**src/rtl/ram_arb_pkg.sv**
```systemverilog
// Shared types for the RAM port arbiter: requester index, read-tag record.
package ram_arb_pkg;
  // Index type is sized for the largest supported requester count so it can
  // live in a non-parameterized package.
  localparam int MAX_REQ = 8;
  localparam int IDX_W   = $clog2(MAX_REQ);

  typedef logic [IDX_W-1:0] req_idx_t;

  typedef struct packed {
    logic     vld;
    req_idx_t idx;
  } rd_tag_t;

  // Round-robin successor: n-1 wraps to 0.
  function automatic req_idx_t next_idx(req_idx_t i, int n);
    return (int'(i) >= n - 1) ? '0 : i + 1'b1;
  endfunction
endpackage

```
**src/rtl/rr_arbiter.sv**
```systemverilog
// Combinational round-robin picker: first set request at or after ptr_i, wrapping.
module rr_arbiter
  import ram_arb_pkg::*;
#(
  parameter int N = 4
) (
  input  logic [N-1:0] req_i,
  input  req_idx_t     ptr_i,
  output logic [N-1:0] gnt_o,
  output req_idx_t     idx_o,
  output logic         any_o
);

  // Scan offsets 0..N-1 from the pointer; the first hit wins. Constant loop
  // bounds keep every bit-select static.
  always_comb begin
    gnt_o = '0;
    idx_o = '0;
    any_o = 1'b0;
    for (int k = 0; k < N; k++) begin
      for (int i = 0; i < N; i++) begin
        if (!any_o && req_i[i] &&
            ((int'(ptr_i) + k == i) || (int'(ptr_i) + k == i + N))) begin
          gnt_o[i] = 1'b1;
          idx_o    = req_idx_t'(i);
          any_o    = 1'b1;
        end
      end
    end
  end

endmodule

```
**src/rtl/ram_port_arbiter.sv**
```systemverilog
// Shares one dual-port RAM among NUM_REQ clients: independent round-robin
// write and read arbiters, same-address write wins, tagged read returns.
// Optional feature macro: RAM_ARB_STATS_EN adds per-requester grant counters.
module ram_port_arbiter
  import ram_arb_pkg::*;
#(
  parameter int NUM_REQ    = 4,
  parameter int DATA_WIDTH = 8,
  parameter int ADDR_WIDTH = 10,
  parameter int RD_LATENCY = 1
) (
  input  logic                          clk,
  input  logic                          rst,
  input  logic [NUM_REQ-1:0]            req_valid,
  input  logic [NUM_REQ-1:0]            req_we,
  input  logic [NUM_REQ*ADDR_WIDTH-1:0] req_addr,
  input  logic [NUM_REQ*DATA_WIDTH-1:0] req_wdata,
  output logic [NUM_REQ-1:0]            req_ready,
  output logic [NUM_REQ-1:0]            rsp_valid,
  output logic [DATA_WIDTH-1:0]         rsp_data,
  output logic [ADDR_WIDTH-1:0]         ram_write_addr,
  output logic                          ram_write_enable,
  output logic [DATA_WIDTH-1:0]         ram_data_in,
  output logic [ADDR_WIDTH-1:0]         ram_read_addr,
  output logic                          ram_read_enable,
  input  logic [DATA_WIDTH-1:0]         ram_data_out
`ifdef RAM_ARB_STATS_EN
  ,
  output logic [NUM_REQ*16-1:0]         grant_cnt
`endif
);

  req_idx_t                wr_ptr_q, rd_ptr_q;
  logic [NUM_REQ-1:0]      wr_gnt, rd_gnt;
  req_idx_t                wr_idx, rd_idx;
  logic                    wr_any, rd_any;
  logic [ADDR_WIDTH-1:0]   wr_addr_sel, rd_addr_sel;
  logic [DATA_WIDTH-1:0]   wr_data_sel;
  logic                    coll, rd_fire;
  logic [ADDR_WIDTH-1:0]   wa_q, ra_q;
  logic [DATA_WIDTH-1:0]   wd_q;
  rd_tag_t                 tag_q [RD_LATENCY];
  rd_tag_t                 tag_out;
  logic [NUM_REQ-1:0]      rsp_vld_d, rsp_valid_q;
  logic [DATA_WIDTH-1:0]   rsp_data_q;

  rr_arbiter #(.N(NUM_REQ)) u_wr_arb (
    .req_i (req_valid & req_we),
    .ptr_i (wr_ptr_q),
    .gnt_o (wr_gnt),
    .idx_o (wr_idx),
    .any_o (wr_any)
  );

  rr_arbiter #(.N(NUM_REQ)) u_rd_arb (
    .req_i (req_valid & ~req_we),
    .ptr_i (rd_ptr_q),
    .gnt_o (rd_gnt),
    .idx_o (rd_idx),
    .any_o (rd_any)
  );

  // One-hot AND-OR mux of the selected requesters' address/data.
  always_comb begin
    wr_addr_sel = '0;
    wr_data_sel = '0;
    rd_addr_sel = '0;
    for (int i = 0; i < NUM_REQ; i++) begin
      if (wr_gnt[i]) begin
        wr_addr_sel = wr_addr_sel | req_addr[i*ADDR_WIDTH +: ADDR_WIDTH];
        wr_data_sel = wr_data_sel | req_wdata[i*DATA_WIDTH +: DATA_WIDTH];
      end
      if (rd_gnt[i]) rd_addr_sel = rd_addr_sel | req_addr[i*ADDR_WIDTH +: ADDR_WIDTH];
    end
  end

  // Same-address read is held off a cycle so it observes the new write.
  assign coll    = wr_any && rd_any && (wr_addr_sel == rd_addr_sel);
  assign rd_fire = rd_any && !coll;

  // Everything the clients and RAM see is forced quiet while reset is low.
  assign req_ready        = rst ? (wr_gnt | (rd_fire ? rd_gnt : '0)) : '0;
  assign ram_write_enable = rst && wr_any;
  assign ram_read_enable  = rst && rd_fire;
  assign ram_write_addr   = !rst ? '0 : (wr_any  ? wr_addr_sel : wa_q);
  assign ram_data_in      = !rst ? '0 : (wr_any  ? wr_data_sel : wd_q);
  assign ram_read_addr    = !rst ? '0 : (rd_fire ? rd_addr_sel : ra_q);

  // Pointers advance past the winner; port values are remembered for idle cycles.
  always_ff @(posedge clk or negedge rst) begin
    if (!rst) begin
      wr_ptr_q <= '0;
      rd_ptr_q <= '0;
      wa_q     <= '0;
      wd_q     <= '0;
      ra_q     <= '0;
    end else begin
      if (wr_any) begin
        wr_ptr_q <= next_idx(wr_idx, NUM_REQ);
        wa_q     <= wr_addr_sel;
        wd_q     <= wr_data_sel;
      end
      if (rd_fire) begin
        rd_ptr_q <= next_idx(rd_idx, NUM_REQ);
        ra_q     <= rd_addr_sel;
      end
    end
  end

  // Tag shift register tracks which requester owns each in-flight read.
  always_ff @(posedge clk or negedge rst) begin
    if (!rst) begin
      for (int k = 0; k < RD_LATENCY; k++) tag_q[k] <= '0;
    end else begin
      tag_q[0] <= '{vld: rd_fire, idx: rd_idx};
      for (int k = 1; k < RD_LATENCY; k++) tag_q[k] <= tag_q[k-1];
    end
  end

  assign tag_out = tag_q[RD_LATENCY-1];

  // Decode the emerging tag into the one-hot response strobe.
  always_comb begin
    rsp_vld_d = '0;
    for (int i = 0; i < NUM_REQ; i++)
      rsp_vld_d[i] = tag_out.vld && (tag_out.idx == req_idx_t'(i));
  end

  // Response register: capture RAM data alongside the strobe.
  always_ff @(posedge clk or negedge rst) begin
    if (!rst) begin
      rsp_valid_q <= '0;
      rsp_data_q  <= '0;
    end else begin
      rsp_valid_q <= rsp_vld_d;
      if (tag_out.vld) rsp_data_q <= ram_data_out;
    end
  end

  assign rsp_valid = rsp_valid_q;
  assign rsp_data  = rsp_data_q;

`ifdef RAM_ARB_STATS_EN
  logic [15:0] cnt_q [NUM_REQ];

  // Saturating accepted-request counters, reads and writes combined.
  always_ff @(posedge clk or negedge rst) begin
    if (!rst) begin
      for (int i = 0; i < NUM_REQ; i++) cnt_q[i] <= '0;
    end else begin
      for (int i = 0; i < NUM_REQ; i++)
        if (req_ready[i] && (cnt_q[i] != 16'hFFFF)) cnt_q[i] <= cnt_q[i] + 16'd1;
    end
  end

  for (genvar g = 0; g < NUM_REQ; g++) begin : g_cnt
    assign grant_cnt[g*16 +: 16] = cnt_q[g];
  end
`endif

endmodule

```
**config.mk**
```make
export PLATFORM = sky130hd
export DESIGN_NAME = ram_port_arbiter
export DESIGN_NICKNAME = d
export VERILOG_FILES = /design/src/rtl/ram_arb_pkg.sv /design/src/rtl/rr_arbiter.sv /design/src/rtl/ram_port_arbiter.sv
export SDC_FILE = /design/constraint.sdc
export NUM_CORES = 1
export LEC_CHECK = 0
export BUFFER_PORTS_ARGS = -buffer_cell sky130_fd_sc_hd__buf_2
export CAP_MARGIN = 30
export CORE_MARGIN = 3
export CORE_UTILIZATION = 48
export CTS_CLUSTER_SIZE = 12
export DETAILED_ROUTE_END_ITERATION = 16
export HOLD_SLACK_MARGIN = 0.05
export PLACE_DENSITY = 0.77
export SYNTH_ARGS = -nofsm -noshare
export SYNTH_HDL_FRONTEND = slang
export SYNTH_HIERARCHICAL = 1
export SYNTH_SLANG_ARGS = --single-unit
export TNS_END_PERCENT = 10
```
**constraint.sdc**
```tcl
create_clock -name clk -period 8.8 [get_ports clk]
set_input_delay 0.88 -clock clk [delete_from_list [all_inputs] [get_ports clk]]
set_output_delay 0.88 -clock clk [all_outputs]
set_load 0.05 [all_outputs]
```
==> results.toml <==
[outcome]
outcome = "finished clean"

[drt]
routedWlPerCell_microns = 17.03
ant_nets = 0
drt_wl_total_mm = 10.47
vias_per_cell = 5.912
firstDrtPassIters = 6
vias = 3636
dr.first_iter.drc_count = 282
drcViolationCount = 0

[sta]
hold_slack_ns = 0.4784
tightest_slew_ns = 1.074
drv_slew = 0
hold_violations = 0
min_period_over_period_pct = 63.43
skew_ns = 0.01220
setup_viol = 0
timing.slew.headroom_pct = 28.38
fmax_mhz = 179.2
fin_crit_ns = 5.582
tns_ns = 0
rsz0062_at_grt = "no"

[global_route]
grt_pass1_vias = 3406
grt_max_degree = 60
grt.total_usage_pct = 22.60
overflow = 0
grt_pass1_wl_mm = 16.25
antenna_found_initial = 0

[worst_setup_path]
crit_family = "compound AO/OA/AOI/OAI gates"
end_kind = "primary output"
crit_chain = "buf_2 -> nor2b_1 -> or2_1 -> nand2b_1 -> a221oi_2 -> a22oi_1 -> o211ai_1 -> nand4b_1 -> nor4_4 -> a21oi_2 -> a221o_2 -> buf_2"
crit_path_start_kind = "input pin"
critPathSlowestCell = "a221oi_2"
max_stage_delay_ns = 0.89
worst-path-max-fanout = 13
crit_top_cell = "buf_2"
worst-path-buf-inv = 2
critPathArrivalTime_ns = 4.70
required_ns = 7.92
critPathKind = "input pin to primary output"

[cts]
cts_tree = "built"
cts_resized = 0
numCtsBuffers = 5
htree_num_levels = 2
clock_latency_ns = 0.31
hold_buffers = 0
clk_pin_slew_ns = 0.10
clock-root-buffer = "clkbuf_8"
cts_sinks = 50
cts_setup_buffers = 0
clk_path_buf_depth = 2

[floorplan]
die_w_microns = 94.74
ios = 136
initial_core_util_pct = 50.76
dieHeight_microns = 94.74
core_area_sq_um = 7447
die_area_sq_um = 8976
rows = 31

[logic_synthesis]
ys_ff_latch = 50
seq_area_frac_synth_pct = 33.10
synth_area_leaders = "dfrtp_1 (33%), a22oi_1 (7.9%), and2_1 (4.1%)"
synth_top_cell_area_share_pct = 33.10
avgSynthCellArea_sq_um = 9.379
syn_nets = 497
synth_cell_types = 63
synth_edf_count = 0
synth_area_sq_um = 3780
synthCells = 403
synth_ff_type = "dfrtp_1"
yosysTopAreaCell = "dfrtp_1"
yosys_warnings = 6
async_flop_share_pct = 100.0

[place]
postPlaceCellArea_sq_um = 4360
place_inst = 607
port_buffers = 135
hpwl_mm = 7.822
place.gp.congestion = 0.8581

[min_path]
worstHoldPathType = "flop to flop"

[cells_and_area]
fill_cells = 683
fin_area_sq_um = 4478
fin_cells = 615
drive_gt1_share_pct = 37.98
seqCellArea_sq_um = 1251
finalNetCount = 609
antennaDiodeCount = 0
area_growth_syn_to_layout_pct = 18.47
multi_input_area_sq_um = 2222

[power_and_ir_drop]
power.leakage_uw = 0.002136
peakVddDrop_uv = 168.0
power_density_nw_per_um2 = 302.2

[run]
drv_cap = 0
==> logic make-up (layout without fill, tap and decap cells) <==
logic type               after synthesis  count (layout)  synth area share, %
AO/OA/AOI/OAI                        147             147                30.42
adder cells (fa/ha/maj)                4               4                1.324
flip-flops                            50              50                33.10
XOR/XNOR                               3               3               0.6953
other                                  2               2               0.1987
multiplexers                          20              20                6.521
buffers and inverters                 48             161                8.110
AND/OR/NAND/NOR                      129             129                19.63
==> synthesized netlist by cell type (11+ instances only) <==
cell / count
a22o_1: 11
nand2_1: 21
a31oi_1: 14
buf_6: 11
nor2_1: 35
mux2_2: 13
inv_1: 12
clkbuf_1: 12
and2_1: 25
dfrtp_1: 50
a22oi_1: 40
a21oi_1: 20
==> per-stage QoR <==
step	utilization, %	total power [uW]	worst slack [ns]
after global routing	60.13	1440	2.870
after floorplan	-	1035	3.717
final	60.13	1353	3.218
after detailed placement	58.55	1183	3.256
after CTS	60.13	1355	3.245
after global placement	58.55	1165	3.410
==> path summary, 6_finish.rpt <==
path	start	to	slack (ns)	cells past startpoint
min in group asynchronous	rst	ra_q[2]	0.52	1
max reg2reg	rd_ptr_q[1]	ra_q[8]	4.88	10
max in group asynchronous	rst	wa_q[8]	7.29	2
min reg2reg	tag_out[1]	rsp_valid[1]	0.48	1
max	req_valid[3]	ram_read_addr[9]	3.22	12
min	tag_out[1]	rsp_valid[1]	0.48	1
==> area by class of cell <==
class	count	area share (%)
multi-input cells	305	49.62
flip-flops and latches	50	27.94
repair buffers	139	15.76
well taps	99	2.766
clock buffers	5	1.537
inverters	14	1.285
clock inverters	3	1.090
==> flip-flops by register name, indices dropped and copies added (netlist names) <==
| name | count |
|---|---|
| ra_q | 10 |
| wa_q | 10 |
| rsp_data | 8 |
| wd_q | 8 |
| rsp_valid | 4 |
| tag_out | 4 |
| rd_ptr_q | 3 |
| wr_ptr_q | 3 |
==> layout by cell type, fill, tap and decap left out, types with 3 or more instances in the layout <==
cell        n
or2_1       4
a22o_1     11
nor2_1     35
mux2_4      6
a221o_1     5
buf_2     135
o211ai_1    8
dfrtp_1    50
inv_1      12
a22o_2      8
mux2_2     13
nor2b_1     6
nand2_1    21
and2_1     25
a21oi_2     3
ha_1        4
o21ai_0     3
a21oi_1    20
nand4b_1    3
a22oi_1    40
a32oi_1     4
buf_4       4
a31oi_1    14
a221o_2     3
clkbuf_8    5
a211oi_1    6
nand2b_1    6
or2_2       3
o32ai_1     6
and4_1      7
==> power by group <==
part / switching [uW] / leakage (uW) / internal (uW)
registers: 74.5 / 0.000617 / 325
clock network: 85.3 / 0.0000563 / 86.8
logic: 519 / 0.00146 / 264
total: 678 / 0.00214 / 675
==> metal layers <==
| layer | GRT usage, % | part of all wire [%] |
|---|---|---|
| met1 | 31.02 | 44 |
| met4 | 8.534 | 2.3 |
| met5 | 0 | 0 |
| met2 | 35.06 | 47 |
| met3 | 4.622 | 6.7 |
(Power assumes the default switching activity.)
